<file path="config.mk">
export PLATFORM = sky130hd
export DESIGN_NAME = alu_result_buffer
export DESIGN_NICKNAME = d
export VERILOG_FILES = /design/src/rtl/alu_pkg.sv /design/src/rtl/fifo_ptr_ctrl.sv /design/src/rtl/alu_result_buffer.sv
export SDC_FILE = /design/constraint.sdc
export NUM_CORES = 1
export LEC_CHECK = 0
export ABC_CLOCK_PERIOD_IN_PS = 4080
export CAP_MARGIN = 10
export CORE_MARGIN = 2
export CORE_UTILIZATION = 52
export CTS_BUF_LIST = sky130_fd_sc_hd__clkbuf_8
export DETAILED_ROUTE_END_ITERATION = 8
export PLACE_DENSITY = 0.77
export SLEW_MARGIN = 30
export SYNTH_ARGS = -nofsm -noshare
export SYNTH_HDL_FRONTEND = slang
export SYNTH_SLANG_ARGS = --single-unit
</file>
<file path="constraint.sdc">
create_clock -name clk -period 4.08 [get_ports clk]
set_input_delay 1.224 -clock clk [delete_from_list [all_inputs] [get_ports clk]]
set_output_delay 1.224 -clock clk [all_outputs]
set_load 0.05 [all_outputs]
</file>
<file path="src/rtl/alu_pkg.sv">
// alu_pkg: shared definitions for the ALU datapath and its result buffer.
//   - opcode encodings OP_ADD..OP_NOP
//   - flag bit indices and the packed flag struct (bit4..bit0 =
//     equal, sign, overflow, carry, zero)
//   - pack_flags helper that builds the struct from individual flag wires
package alu_pkg;

  localparam logic [3:0] OP_ADD  = 4'b0000;
  localparam logic [3:0] OP_SUB  = 4'b0001;
  localparam logic [3:0] OP_AND  = 4'b0010;
  localparam logic [3:0] OP_OR   = 4'b0011;
  localparam logic [3:0] OP_XOR  = 4'b0100;
  localparam logic [3:0] OP_NOT  = 4'b0101;
  localparam logic [3:0] OP_SHL  = 4'b0110;
  localparam logic [3:0] OP_SHR  = 4'b0111;
  localparam logic [3:0] OP_SAR  = 4'b1000;
  localparam logic [3:0] OP_ROL  = 4'b1001;
  localparam logic [3:0] OP_ROR  = 4'b1010;
  localparam logic [3:0] OP_INC  = 4'b1011;
  localparam logic [3:0] OP_DEC  = 4'b1100;
  localparam logic [3:0] OP_CMP  = 4'b1101;
  localparam logic [3:0] OP_PASS = 4'b1110;
  localparam logic [3:0] OP_NOP  = 4'b1111;

  localparam int FLAG_ZERO     = 0;
  localparam int FLAG_CARRY    = 1;
  localparam int FLAG_OVERFLOW = 2;
  localparam int FLAG_SIGN     = 3;
  localparam int FLAG_EQUAL    = 4;
  localparam int FLAG_W        = 5;

  typedef struct packed {
    logic equal;
    logic sign;
    logic overflow;
    logic carry;
    logic zero;
  } alu_flags_t;

  function automatic alu_flags_t pack_flags(input logic zero, input logic carry,
                                            input logic overflow, input logic sign,
                                            input logic equal);
    alu_flags_t f;
    f.zero     = zero;
    f.carry    = carry;
    f.overflow = overflow;
    f.sign     = sign;
    f.equal    = equal;
    return f;
  endfunction

endpackage

</file>
<file path="src/rtl/fifo_ptr_ctrl.sv">
// fifo_ptr_ctrl: read/write pointers and occupancy for a DEPTH-entry FIFO.
//   clk, rst     : clock, synchronous active-high reset
//   push, pop    : qualified write / read strobes (caller never pushes when
//                  full nor pops when empty)
//   wr_ptr       : slot written by a push this cycle
//   rd_ptr_next  : head slot after this edge (lets the caller preload the head)
//   count        : registered occupancy, 0..DEPTH
//   count_next   : occupancy after this edge
//   full, empty  : decoded from the registered count
module fifo_ptr_ctrl #(
  parameter int DEPTH = 4
) (
  input  logic                     clk,
  input  logic                     rst,
  input  logic                     push,
  input  logic                     pop,
  output logic [$clog2(DEPTH)-1:0] wr_ptr,
  output logic [$clog2(DEPTH)-1:0] rd_ptr_next,
  output logic [$clog2(DEPTH):0]   count,
  output logic [$clog2(DEPTH):0]   count_next,
  output logic                     full,
  output logic                     empty
);

  localparam int AW = $clog2(DEPTH);
  localparam int CW = AW + 1;

  logic [AW-1:0] rd_ptr_r;
  logic [AW-1:0] wr_ptr_r;
  logic [AW-1:0] wr_ptr_next_s;
  logic [CW-1:0] count_r;

  // Next-state for pointers and occupancy; pointers wrap modulo DEPTH by width
  always_comb begin
    rd_ptr_next   = rd_ptr_r;
    wr_ptr_next_s = wr_ptr_r;
    count_next    = count_r;
    if (pop) begin
      rd_ptr_next = rd_ptr_r + AW'(1'b1);
    end else begin
      rd_ptr_next = rd_ptr_r;
    end
    if (push) begin
      wr_ptr_next_s = wr_ptr_r + AW'(1'b1);
    end else begin
      wr_ptr_next_s = wr_ptr_r;
    end
    case ({push, pop})
      2'b10:   count_next = count_r + CW'(1'b1);
      2'b01:   count_next = count_r - CW'(1'b1);
      default: count_next = count_r;
    endcase
  end

  // Pointer and occupancy registers
  always_ff @(posedge clk) begin
    if (rst) begin
      rd_ptr_r <= '0;
      wr_ptr_r <= '0;
      count_r  <= '0;
    end else begin
      rd_ptr_r <= rd_ptr_next;
      wr_ptr_r <= wr_ptr_next_s;
      count_r  <= count_next;
    end
  end

  assign wr_ptr = wr_ptr_r;
  assign count  = count_r;
  assign full   = (count_r == CW'(DEPTH));
  assign empty  = (count_r == '0);

endmodule

</file>
<file path="src/rtl/alu_result_buffer.sv">
// alu_result_buffer: FIFO that captures ALU result, flags and opcode and
// drains them over a valid/ready handshake, with sticky carry/overflow.
//   clk, rst                      : clock, synchronous active-high reset
//   in_valid/in_ready             : producer handshake (in_ready = !full)
//   in_data, in_opcode, in_<flag> : ALU result beat
//   out_valid/out_ready           : consumer handshake (out_valid = count!=0)
//   out_data, out_opcode          : head entry
//   out_flags                     : head flags {equal,sign,overflow,carry,zero}
//   count                         : occupied entries 0..DEPTH
//   sticky_carry/overflow         : set by any stored beat with that flag
//   sticky_clear                  : clears both sticky bits (a set wins)
// With DROP_NOP=1 an accepted OP_NOP beat completes the handshake but is not
// stored and does not touch the sticky bits.
module alu_result_buffer
  import alu_pkg::*;
#(
  parameter int N        = 8,
  parameter int DEPTH    = 4,
  parameter bit DROP_NOP = 1'b1
) (
  input  logic                   clk,
  input  logic                   rst,
  input  logic                   in_valid,
  output logic                   in_ready,
  input  logic [N-1:0]           in_data,
  input  logic [3:0]             in_opcode,
  input  logic                   in_zero,
  input  logic                   in_carry,
  input  logic                   in_overflow,
  input  logic                   in_sign,
  input  logic                   in_equal,
  output logic                   out_valid,
  input  logic                   out_ready,
  output logic [N-1:0]           out_data,
  output logic [3:0]             out_opcode,
  output logic [FLAG_W-1:0]      out_flags,
  output logic [$clog2(DEPTH):0] count,
  output logic                   sticky_carry,
  output logic                   sticky_overflow,
  input  logic                   sticky_clear
);

  localparam int AW = $clog2(DEPTH);
  localparam int CW = AW + 1;

  logic            accept_s;
  logic            push_s;
  logic            pop_s;
  logic            full_s;
  logic            empty_s;
  logic [AW-1:0]   wr_ptr_s;
  logic [AW-1:0]   rd_ptr_next_s;
  logic [CW-1:0]   count_s;
  logic [CW-1:0]   count_next_s;
  alu_flags_t      in_flags_s;

  logic [N-1:0]    mem_data_r   [DEPTH];
  logic [3:0]      mem_opcode_r [DEPTH];
  alu_flags_t      mem_flags_r  [DEPTH];

  logic [N-1:0]    head_data_r;
  logic [3:0]      head_opcode_r;
  alu_flags_t      head_flags_r;
  logic            sticky_carry_r;
  logic            sticky_overflow_r;

  assign in_flags_s = pack_flags(in_zero, in_carry, in_overflow, in_sign, in_equal);
  assign accept_s   = in_valid & ~full_s;
  assign push_s     = accept_s & ~(DROP_NOP & (in_opcode == OP_NOP));
  assign pop_s      = ~empty_s & out_ready;

  fifo_ptr_ctrl #(
    .DEPTH (DEPTH)
  ) u_ptr_ctrl (
    .clk         (clk),
    .rst         (rst),
    .push        (push_s),
    .pop         (pop_s),
    .wr_ptr      (wr_ptr_s),
    .rd_ptr_next (rd_ptr_next_s),
    .count       (count_s),
    .count_next  (count_next_s),
    .full        (full_s),
    .empty       (empty_s)
  );

  // Storage write; contents need no reset because the head register is cleared
  always_ff @(posedge clk) begin
    if (push_s) begin
      mem_data_r[wr_ptr_s]   <= in_data;
      mem_opcode_r[wr_ptr_s] <= in_opcode;
      mem_flags_r[wr_ptr_s]  <= in_flags_s;
    end
  end

  // Registered head: preload the slot that will be at rd_ptr after this edge.
  // That slot is being written this edge only when the FIFO is empty after the
  // pop, so the incoming beat is forwarded into the head register then.
  // With nothing left the head holds, so outputs never glitch after a pop.
  always_ff @(posedge clk) begin
    if (rst) begin
      head_data_r   <= '0;
      head_opcode_r <= '0;
      head_flags_r  <= '0;
    end else if (count_next_s != '0) begin
      if (push_s && (wr_ptr_s == rd_ptr_next_s)) begin
        head_data_r   <= in_data;
        head_opcode_r <= in_opcode;
        head_flags_r  <= in_flags_s;
      end else begin
        head_data_r   <= mem_data_r[rd_ptr_next_s];
        head_opcode_r <= mem_opcode_r[rd_ptr_next_s];
        head_flags_r  <= mem_flags_r[rd_ptr_next_s];
      end
    end
  end

  // Sticky status: a set on the same edge as a clear takes priority
  always_ff @(posedge clk) begin
    if (rst) begin
      sticky_carry_r    <= 1'b0;
      sticky_overflow_r <= 1'b0;
    end else begin
      sticky_carry_r    <= (sticky_carry_r & ~sticky_clear) | (push_s & in_carry);
      sticky_overflow_r <= (sticky_overflow_r & ~sticky_clear) | (push_s & in_overflow);
    end
  end

  assign in_ready        = ~full_s;
  assign out_valid       = ~empty_s;
  assign out_data        = head_data_r;
  assign out_opcode      = head_opcode_r;
  assign out_flags       = head_flags_r;
  assign count           = count_s;
  assign sticky_carry    = sticky_carry_r;
  assign sticky_overflow = sticky_overflow_r;

endmodule
</file>
== Yosys cells after proc, flatten, opt, wreduce, memory -nomap -nowiden ==
Memory sizes are Yosys's and may differ from the RTL's. A register that Yosys moved wholly into a read port is not among the register bits.
Index checks and enable logic that the tools add are counted.

* Register bits after elaboration: 9
* Memory bits (writable): 68
* Input port bits: 22
* Output and inout port bits: 24
* Logic and storage cells: 35
* Memories kept: 3

{| class="wikitable"
|+ Memory list
! name !! depth !! width !! read ports !! clocked after Yosys merged registers in !! write ports !! line !! text
|-
| mem_data_r || 4 || 8 || 1 || 1 || 1 || alu_result_buffer.sv:57 || <nowiki>logic [N-1:0] mem_data_r [DEPTH];</nowiki>
|-
| mem_flags_r || 4 || 5 || 1 || 1 || 1 || alu_result_buffer.sv:59 || <nowiki>alu_flags_t mem_flags_r [DEPTH];</nowiki>
|-
| mem_opcode_r || 4 || 4 || 1 || 1 || 1 || alu_result_buffer.sv:58 || <nowiki>logic [3:0] mem_opcode_r [DEPTH];</nowiki>
|}

* Add/sub/neg operators: 4
* Equal/unequal tests: 4
* Multiplexer cells: 4
* Bitwise gates (word level): 13
* Reductions and logical operators: 2

{| class="wikitable"
|+ Operator list
! operator !! count
|-
| $and 1x1->1 || 7
|-
| $pmux 3 s2 || 1
|-
| $add 2x1->2 const B || 2
|-
| $eq 4x4->1 const B || 1
|-
| $not 1->1 || 4
|-
| $add 3x1->3 const B || 1
|-
| $eq 3x3->1 const B || 1
|-
| $logic_not 3->1 || 1
|-
| $reduce_bool 3->1 || 1
|-
| $sub 3x1->3 const B || 1
|-
| $eq 2x1->1 const B || 1
|-
| $eq 2x2->1 const B || 1
|-
| $mux 1 || 2
|-
| $mux 2 || 1
|-
| $or 1x1->1 || 2
|}

== Logic depth before layout (Yosys ltp) ==
* Depth after elaboration: 7
* Gate-level depth with buffers: 15

== Hierarchy ==
Synthesis repeated with hierarchy kept, for this count alone.

* Cell total of the unflattened synthesis: 224
* Area, all modules: 3741.1 um^2

{| class="wikitable"
|+ Modules (own cells, without submodules)
! module !! times used !! cells an instance !! area each (um^2) !! seq. area each (um^2)
|-
| alu_result_buffer || 1 || 189 || 3394.5 || 2422.3
|-
| fifo_ptr_ctrl || 1 || 35 || 346.6 || 140.1
|}

== Worst setup path after synthesis ==
No wires, ideal clock.

* Kind: input -> register
* From: in out_ready
* To: reg head_data_r[0] (netlist: out_data[0]), read port of mem_data_r
* Data arrival time: 3.813 ns
* Data required time: 3.958 ns
* Setup slack: 0.145 ns
* Stages on the path: 14
* Buffers on the path: 4
* Cell sequence: o31ai_2 -> buf_4 -> inv_4 -> clkbuf_1 -> ha_1 -> inv_1 -> fa_1 -> xor2_1 -> nor3_1 -> a211o_1 -> and3b_1 -> buf_6 -> buf_6 -> a221o_1

* Cells in the longest elaborated chain, start to end: 4
* Elaborated cells between the ends (all ways): 6
* Classes of those cells: eq/ne (2); mux (2); bitwise (1); reduce/logical (1)

{| class="wikitable"
|+ RTL lines
! what !! line !! text
|-
| from (decl) || alu_result_buffer.sv:33 || <nowiki>input logic out_ready,</nowiki>
|-
| $and 1x1->1 (*) || alu_result_buffer.sv:70 || <nowiki>assign pop_s = ~empty_s & out_ready;</nowiki>
|-
| $eq 2x1->1 / $eq 2x2->1 (equally long branches) || fifo_ptr_ctrl.sv:48 || <nowiki>case ({push, pop})</nowiki>
|-
| $pmux 3 s2 || fifo_ptr_ctrl.sv:48 ||
|-
| $reduce_bool 3->1 || alu_result_buffer.sv:105 || <nowiki>end else if (count_next_s != '0) begin</nowiki>
|-
| to (decl) || alu_result_buffer.sv:61 || <nowiki>logic [N-1:0] head_data_r;</nowiki>
|}

Mark *: on every way between the ends. The rest lies on a longest branch, timed or not.
A chain may end at the register's enable or synchronous reset.

== Worst setup path after layout ==
* From: in in_opcode[0]
* To: reg head_opcode_r[1] (netlist: out_opcode[1]), read port of mem_opcode_r

* Cells in the longest elaborated chain, start to end: 6
* Elaborated cells between the ends (all ways): 7
* Classes of those cells: eq/ne (3); mux (1); bitwise (2); reduce/logical (1)

{| class="wikitable"
|+ RTL lines
! what !! line !! text
|-
| from (decl) || alu_result_buffer.sv:26 || <nowiki>input logic [3:0] in_opcode,</nowiki>
|-
| $eq 4x4->1 (*) || alu_result_buffer.sv:69 || <nowiki>assign push_s = accept_s & ~(DROP_NOP & (in_opcode == OP_NOP));</nowiki>
|-
| $not 1->1 (*) || alu_result_buffer.sv:69 ||
|-
| $and 1x1->1 (*) || alu_result_buffer.sv:69 ||
|-
| $eq 2x1->1 / $eq 2x2->1 (equally long branches) || fifo_ptr_ctrl.sv:48 ||
|-
| $pmux 3 s2 (*) || fifo_ptr_ctrl.sv:48 ||
|-
| $reduce_bool 3->1 (*) || alu_result_buffer.sv:105 ||
|-
| to (decl) || alu_result_buffer.sv:62 || <nowiki>logic [3:0] head_opcode_r;</nowiki>
|}

Marks and branches as above.

==> flow_summary.json <==
{
  "h-tree-depth": 3,
  "final_cells": 563,
  "ys_ff_latch": 94,
  "cts_root_buf": "clkbuf_8",
  "cpMaxStageDelayCell": "clkdlybuf4s50_1",
  "cts_tree": "built",
  "grtUsageTotal": 0.240,
  "cp_num_buf_inv": 5,
  "viasPerCell": 6.13,
  "rows": 33,
  "maxSlewViolCount": 0,
  "p_per_area_nw_per_um2": 724,
  "min_path_cells": 2,
  "synth_nets": 439,
  "grt_pass1_vias": 3337,
  "drtIter0Drc": 318,
  "synthSimpleGateAreaFrac": 0.179,
  "slew_headroom": 0.524,
  "final_core_util": 0.641,
  "antenna_cells": 0,
  "hold_violations": 0,
  "crit_cells": 14,
  "reg2reg_from": "u_ptr_ctrl.count[2]",
  "antenna_found_initial": 0,
  "layout_common_cells": "nand2_1 (76), edfxtp_1 (68), clkdlybuf4s50_1 (44), nor3_1 (35), dfxtp_1 (25)",
  "worst_path_largest_cell_delay_ns": 0.52,
  "vias": 3449,
  "nets": 481,
  "r2r_cells": 13,
  "coreArea_um2": 8130,
  "maxCapViolCount": 0,
  "synth_top_family_by_area": "simple AND/OR/NAND/NOR gates",
  "drc": 0,
  "place_congestion": 0.780,
  "crit_fanout": 10,
  "synth_cell_types": 41,
  "status": "complete, no violations",
  "synth_mux_area_frac": 0.00231,
  "layout_commonest_cell": "nand2_1",
  "place_area_um2": 4950,
  "synth-seq-area-share": 0.592,
  "end_kind": "register",
  "clk_latency_ns": 0.37,
  "syn_inst": 411,
  "synth_compound_area_frac": 0.156,
  "grt_pass1_wl_mm": 16.2,
  "fin_crit_sh": 0.972,
  "timing.rr.end": "out_opcode[1]",
  "ir_worst_vdd_v": 0.000580,
  "ys_warn_count": 0,
  "detail_route.wl_per_cell_um": 18.2,
  "synthXorXnorAreaFrac": 0.0118,
  "initial_utilization": 0.533,
  "grt_max_degree": 72,
  "skew_ns": 0.0105,
  "routed_wl_mm": 10.2,
  "setup_viol": 0,
  "path_cells": "clkdlybuf4s50_1, nand4_1, and3_1, inv_1, ha_1, inv_1, fa_1, nor2b_4, a22oi_1, a211o_1, buf_4, and3b_1, buf_4, a221o_1",
  "synth_top_area_cell": "edfxtp_1",
  "syn-mean-instance-area_um2": 10.5,
  "period_needed_ns": 3.97,
  "crit_arrival_ns": 4.22,
  "cts_inserted_buffers": 9,
  "numPortBuffers": 45,
  "crit_family": "buffers and inverters",
  "grt.overflow.total": 0,
  "syn_area_um2": 4330,
  "required_ns": 4.34,
  "clk_pin_slew_ns": 0.10,
  "rrSetupSlack_ns": 0.90,
  "power.leakage_nw": 1.86,
  "path_class": "input port to register",
  "die_w_um": 95.3,
  "drive_gt1_frac": 0.0917,
  "place_inst": 547,
  "netlist_top_cells_area": "edfxtp_1 (47%), dfxtp_1 (12%), nand2_1 (6.6%)",
  "worstSetupStartpointType": "input port",
  "design_area_um2": 5210,
  "ant_nets": 0,
  "die_area_um2": 9080,
  "cp-endpoint": "out_opcode[1]",
  "drt_pass1_iterations": 5,
  "synth_fa_ha_area_frac": 0.0191,
  "io_pins": 46,
  "fp.dieH_um": 95.3,
  "worst_slew_pin_slew_ns": 0.714,
  "startpoint": "in_opcode[0]",
  "numClockSinks": 94,
  "syn2layout_area_growth_pct": 20.3,
  "hpwl_mm": 6.36,
  "cts.path.max_buffers": 2,
  "hold_class": "register to register",
  "yosysTopAreaCellShare": 0.471,
  "max_freq_ghz": 0.252
}
## kinds of logic after synthesis
logic type | Yosys count
AND/OR/NAND/NOR | 171
flip-flops | 94
AO/OA/AOI/OAI | 93
buffers and inverters | 41
adder cells (fa/ha/maj) | 6
XOR/XNOR | 5
multiplexers | 1
## metal layers
metal	track usage	share of wire	up-vias
met5	0	0	-
met4	0.138	0.032	0
met3	0.0364	0.067	35
met2	0.394	0.48	141
met1	0.303	0.42	1660
li1	-	-	1613
## cells in the mapped netlist, drive strengths merged
| cell type | n |
|---|---|
| nand2 | 76 |
| edfxtp | 68 |
| nor3 | 35 |
| clkbuf | 29 |
| dfxtp | 26 |
| nor2 | 25 |
| and2 | 20 |
| a21oi | 19 |
| a221o | 17 |
| a311oi | 16 |
| a31oi | 16 |
| o22ai | 16 |
| inv | 8 |
| ha | 5 |
| buf | 4 |
| nand3 | 3 |
| nor2b | 3 |
| xor2 | 3 |
| nor4 | 2 |
| o21ai | 2 |
| xnor2 | 2 |
| a211o | 1 |
| a211oi | 1 |
| a22oi | 1 |
| and3 | 1 |
| and3b | 1 |
| fa | 1 |
| mux2i | 1 |
| nand2b | 1 |
| nand4 | 1 |
| nor3b | 1 |
| o211ai | 1 |
| o21a | 1 |
| o31a | 1 |
| o31ai | 1 |
| or2 | 1 |
| or3 | 1 |
## registers in the layout, indices dropped and copies added (netlist names)
signal and flops:
mem_data_r 32, out_flags 5, mem_flags_r 20, u_ptr_ctrl.rd_ptr_r 2
sticky_carry 1, sticky_overflow 1, mem_opcode_r 16, u_ptr_ctrl.wr_ptr 2
u_ptr_ctrl.count 3, out_opcode 4, out_data 8
## per-stage QoR
step	hold slack (ns)	TNS [ns]	worst slack (ns)	total power [mW]
3_3_place_gp	0.513	-6.42	-0.394	2.95
3_5_place_dp	0.533	-4.23	-0.267	3.02
4_1_cts	0.561	0	0.103	3.76
5_1_grt	0.572	-0.0278	-0.0274	3.99
6_report	0.580	0	0.113	3.77
2_1_floorplan	0.543	0	0.145	2.50
## worst min-delay path by stage
stage | slack (ns) | from | end
CTS | 0.56 | out_opcode[2] | out_opcode[2]
global placement | 0.51 | out_opcode[2] | out_opcode[2]
detailed placement | 0.53 | out_opcode[2] | out_opcode[2]
global route | 0.57 | out_opcode[2] | out_opcode[2]
finish | 0.58 | out_flags[1] | out_flags[1]
floorplan | 0.54 | u_ptr_ctrl.wr_ptr[1] | u_ptr_ctrl.wr_ptr[1]
## worst reg2reg max path, stage by stage, from the launching register on
cell	delay, ns
dfxtp_1	0.50
nand3_1	0.17
and3_1	0.21
inv_1	0.07
ha_1	0.18
inv_1	0.06
fa_1	0.48
nor2b_4	0.15
a22oi_1	0.09
a211o_1	0.27
buf_4	0.14
and3b_1	0.19
buf_4	0.18
a221o_1	0.36
## final cells by class
cell class              instances  area (um2)
clock buffers                   9         124
clock inverters                 7         120
fillers                       618        2920
inverters                       8        32.5
multi-input cells             276        1620
flip-flops and latches         94        2560
well taps                     105         131
repair buffers                 64         621
## repair_timing
item | 4_1_cts | 5_1_grt
gates resized for setup | 0 | 4
endpoints found under the setup margin | 0 | 17
hold buffers | 0 | 0
setup buffers | 0 | 0
## where the power goes
| part | switching [mW] | internal, mW | total [mW] |
|---|---|---|---|
| Clock | 0.330 | 0.409 | 0.739 |
| Sequential | 0.123 | 1.19 | 1.31 |
| Combinational | 1.07 | 0.651 | 1.72 |
| Total | 1.52 | 2.25 | 3.77 |
(Power assumes the default switching activity.)
==> edit 1, RTL diff (same settings) <==
The parameter `N` goes from 8 to 4.
--- a/src/rtl/alu_result_buffer.sv
+++ b/src/rtl/alu_result_buffer.sv
@@ -14,7 +14,7 @@
 module alu_result_buffer
   import alu_pkg::*;
 #(
-  parameter int N        = 8,
+  parameter int N        = 4,
   parameter int DEPTH    = 4,
   parameter bit DROP_NOP = 1'b1
 ) (
Interface: changed (resized in_data and out_data); port bits go from 46 to 38. No check against the original RTL was run, so the function may have changed too.
==> edit 1 against the original RTL <==
  * Combinational power shrank 19%
  * Power is 21% lower
  * Cell area down 18%
  * Synthesized area decreased by 18%
  * Utilization down 0.47 points
  * Largest power group unchanged
  * Sequential cell count decreased by 20
  * Routed wire length shrank 26%
  * Worst setup slack better by 0.22 ns
  * Die area fell by 17%
  * Largest cell class unchanged
  * Critical endpoint is now out_flags[0]$_SDFFE_PP0P_
==> edit 1: results (changes against the original RTL) <==
Run status
• result of the run: finished clean

STA
• Max Clock Skew: 0.00995 ns, -0.000526 ns
• min setup slack post-route: 0.336 ns, +0.223 ns

Yosys
• number of enable-type register cells in the synthesized netlist: 52, -24%
• leading post-synthesis cells by instance count: edfxtp_1, mux2i_1, o22ai_1
• post-synthesis compound-gate area fraction: 12.1%, -3.5 points
• Synth Net Count: 308, -30%
• main area contributors after synthesis: edfxtp_1, mux2i_1, dfxtp_1, o221ai_2, o22ai_1
• sequential share of the synthesized area: 56.4%, -2.8 points
• Synth cell types: 37, -9.8%
• xor/xnor cell area share of the yosys netlist: 2.50%, +1.3 points
• share of synthesized cell area in full adder, half adder and majority cells: 2.32%, +0.42 points

GRT
• first-pass GRT wire length: 12,300 µm, -24%
• maximum number of pins on one net before global-route repair: 41, -43%

Placed design
• placement-stage cell area: 4080 µm², -18%
• setup slack at placement: -0.0159 ns, +0.252 ns

Clocking
• clk slew on worst S/H paths: 0.08 ns, -0.02 ns

Die
• core area: 6720 µm², -17%

Power and ir drop
• leakage power of the design: 1.71 nW, -8.0%
• combinational cell fraction of total power: 46.5%, +0.9 points

Finish
• registers with the most flip-flops: mem_flags_r (20), mem_data_r (16), mem_opcode_r (16)
• fraction of layout instances using a drive strength above 1: 13.5%, +4.3 points

Detailed routing
• number of search-and-repair iterations in the first detailed-routing pass: 4, -1
• detailed-route via count: 2,368, -31%

Critical path
• arrival time of data at the critical path endpoint: 3.97 ns, -0.25 ns

[edit 1: worst max-delay path, cell delays in order]
cell,delay [ns]
clkdlybuf4s50_1,0.58
nand4_1,0.14
and3_1,0.23
inv_2,0.05
ha_1,0.16
inv_1,0.06
fa_1,0.46
nor2b_1,0.17
a22oi_1,0.13
o31a_1,0.34
nand2_1,0.15
buf_12,0.16
o221ai_2,0.10
[edit 1: layer usage]
metal	global-route usage [%]	wire [µm]	vias to the layer above
met2	36.7	3820	54
met5	0	0	-
met1	28.5	3350	1156
li1	-	-	1145
met4	7.81	94	0
met3	5.05	331	13
[edit 1: final timing paths]
| kind | startpoint | cells past startpoint | endpoint |
|---|---|---|---|
| min reg2reg | out_data[0]$_SDFFE_PP0P_ | 2 | out_data[0]$_SDFFE_PP0P_ |
| max reg2reg | u_ptr_ctrl.count[2]$_SDFF_PP0_ | 12 | out_flags[0]$_SDFFE_PP0P_ |
| max | in_opcode[1] | 13 | out_flags[0]$_SDFFE_PP0P_ |
| min | out_data[0]$_SDFFE_PP0P_ | 2 | out_data[0]$_SDFFE_PP0P_ |
[edit 1: metrics by stage]
stage          hold slack [ns]  total power [mW]  setup TNS (ns)
3_3_place_gp             0.450              2.41               0
5_1_grt                  0.515              3.15               0
3_5_place_dp             0.460              2.44         -0.0358
2_1_floorplan            0.533              2.02               0
4_1_cts                  0.478              2.99               0
6_report                 0.484              2.98               0
[edit 1: cell type report]
class / count / area, µm² / share of cell area (%)
Clock inverter: 6 / 57.6 / 1.35
Inverter: 23 / 86.3 / 2.02
Timing Repair Buffer: 51 / 500 / 11.7
Tap cell: 80 / 100 / 2.34
Multi-Input combinational cell: 170 / 1390 / 32.5
Clock buffer: 10 / 138 / 3.22
Sequential cell: 74 / 2000 / 46.9
==> edit 2, RTL diff (same flow settings) <==
Without the edit above. Make the reset (`rst`) asynchronous in 3 clocked blocks. Comments in the files are not updated.
--- a/src/rtl/fifo_ptr_ctrl.sv
+++ b/src/rtl/fifo_ptr_ctrl.sv
@@ -53,7 +53,7 @@
   end
 
   // Pointer and occupancy registers
-  always_ff @(posedge clk) begin
+  always_ff @(posedge clk or posedge rst) begin
     if (rst) begin
       rd_ptr_r <= '0;
       wr_ptr_r <= '0;
--- a/src/rtl/alu_result_buffer.sv
+++ b/src/rtl/alu_result_buffer.sv
@@ -97,7 +97,7 @@
   // That slot is being written this edge only when the FIFO is empty after the
   // pop, so the incoming beat is forwarded into the head register then.
   // With nothing left the head holds, so outputs never glitch after a pop.
-  always_ff @(posedge clk) begin
+  always_ff @(posedge clk or posedge rst) begin
     if (rst) begin
       head_data_r   <= '0;
       head_opcode_r <= '0;
@@ -116,7 +116,7 @@
   end
 
   // Sticky status: a set on the same edge as a clear takes priority
-  always_ff @(posedge clk) begin
+  always_ff @(posedge clk or posedge rst) begin
     if (rst) begin
       sticky_carry_r    <= 1'b0;
       sticky_overflow_r <= 1'b0;
Behaviour: differs if rst is asserted again (counterexample within 4 cycles, from zero or initial values and one cycle with rst high); with rst held inactive, the same outputs for 10 cycles.
==> edit 2 against the original RTL <==
  * Combinational power increased by 28%
  * Routed wire length decreased by 14%
  * Global-route usage fell by 4.7 points
  * Synthesized area is 4.8% higher
  * Sequential cell count is the same
  * Cell area increased by 3.0%
  * Worst setup slack gained 0.19 ns
  * Power increased by 15%
  * Largest cell class unchanged
==> edit 2: results (changes against the original RTL) <==
Critical path
• arrival time of data at the critical path endpoint: 4.03 ns, -0.19 ns
• peak fanout along the critical path: 8, -2
• crit-path leading delay family: simple AND/OR/NAND/NOR gates
• Reg2Reg Capture Point: out_data[3]$_DFFE_PP0P_
• worst stage delay on the critical path: 0.58 ns, +0.06 ns
• register-to-register path setup slack: 0.98 ns, +0.08 ns
• depth of the worst register-to-register path: 12, -1

Yosys
• multiplexer share of the synthesized area: 23.4%, +23 points
• xor/xnor cell area share of the yosys netlist: 1.96%, +0.77 points
• number of enable-type register cells in the synthesized netlist: 68, unchanged
• Synth cell types: 49, +20%
• share of synthesized cell area in full adder, half adder and majority cells: 1.82%, -0.088 points
• Synth Net Count: 304, -31%
• proportion of register bits with asynchronous set or reset after synthesis: 27.7%, +28 points
• post-synthesis compound-gate area fraction: 4.96%, -11 points
• syn_area_per_cell: 16.5 µm², +56%
• sequential share of the synthesized area: 59.3%, +0.14 points
• leading post-synthesis cells by instance count: edfxtp_1, dfrtp_1, mux4_2

Detailed routing
• initial DRC count: 114, -64%
• drt via density: 5.98, -2.4%
• total wire length after detailed routing: 8770 µm, -14%
• met2 layer wire length in the routed design: 4390 µm, -11%
• number of search-and-repair iterations in the first detailed-routing pass: 4, -1
• met3 wire len: 314 µm, -54%
• detailed-routing wirelength on met1: 3900 µm, -8.7%

Power and ir drop
• sw frac: 39.8%, -0.59 points
• leakage power of the design: 2.02 nW, +8.7%
• combinational cell fraction of total power: 50.7%, +5.1 points
• portion of total power attributed to the clock network: 14.2%, -5.4 points
• worst-case vdd ir drop: 586 µV, +1.1%

GRT
• number of global-route vias before repair: 2,699, -19%
• first-pass GRT wire length: 14,200 µm, -12%
• routing usage on met2: 30.2%, -9.3 points
• global-route track usage on met1: 27.5%, -2.9 points
• met3 demand-to-capacity share in global routing: 3.24%, -0.40 points
• maximum number of pins on one net before global-route repair: 28, -61%

Finish
• fill cell total of the finished layout: 634, +2.6%
• share of the final layout cell area in sequential cells: 50.2%, +0.97 points
• Layout non-clock buf frac: 11.5%, -0.40 points
• multi-input combinational cell count: 154, -44%
• final-stage net count: 361, -25%
• Non-Clock Inverter Count: 10, +2
• fraction of layout instances using a drive strength above 1: 24.6%, +15 points
• FF+latch count: 94, unchanged
• final instance count without filler cells: 446, -21%
• clock tree cell share of total cell area: 3.68%, -1.0 points
• total area of multi-input combinational cells: 1690 µm², +4.3%

STA
• portion of the clock cycle consumed by the worst path in the final layout: 92.6%, -4.6 points
• Max Clock Skew: 0.0141 ns, +0.00366 ns
• normalized max-slew margin: 56.3%, +3.8 points
• final-layout worst hold slack: 0.480 ns, -0.0997 ns

Placed design
• dpl cells: 430, -21%
• post-DP HPWL: 5780 µm, -9.2%
• routability congestion estimate: 0.757, -2.9%
• setup slack at placement: -0.104 ns, +0.163 ns

Clocking
• clk slew on worst S/H paths: 0.08 ns, -0.02 ns

Worst hold path
• worst hold endpoint: out_data[2]$_DFFE_PP0P_
• source of the worst hold timing path: out_data[2]$_DFFE_PP0P_

Run status
• result of the run: finished clean

-- edit 2: changes by cell type in the layout (fill, tap and decap cells not counted), sizes merged, moves of 16 or more --
cell	unedited run	this run
dfrtp	0	26
mux2i	1	20
a21oi	19	2
mux4	0	30
o21ai	2	19
o22ai	16	0
a311oi	16	0
nor3	35	2
nor2	25	1
nand2	76	23
dfxtp	26	0
and2	20	4
a221o	17	0
-- edit 2: kinds of logic after synthesis --
family / Yosys count
and+or+nand+nor: 43
xor gates and xnor gates: 7
DFF: 94
buffers and inverters: 28
muxes: 65
adders and majority gates: 6
AOI/OAI and AO/OA: 33
-- edit 2: through the flow --
| stage | cell area (µm²) | setup TNS, ns |
|---|---|---|
| after floorplan | 4540 | 0 |
| after global placement | 5170 | -0.0138 |
| after detailed placement | 5170 | -0.323 |
| after CTS | 5370 | 0 |
| after global routing | 5370 | 0 |
| final | 5370 | 0 |
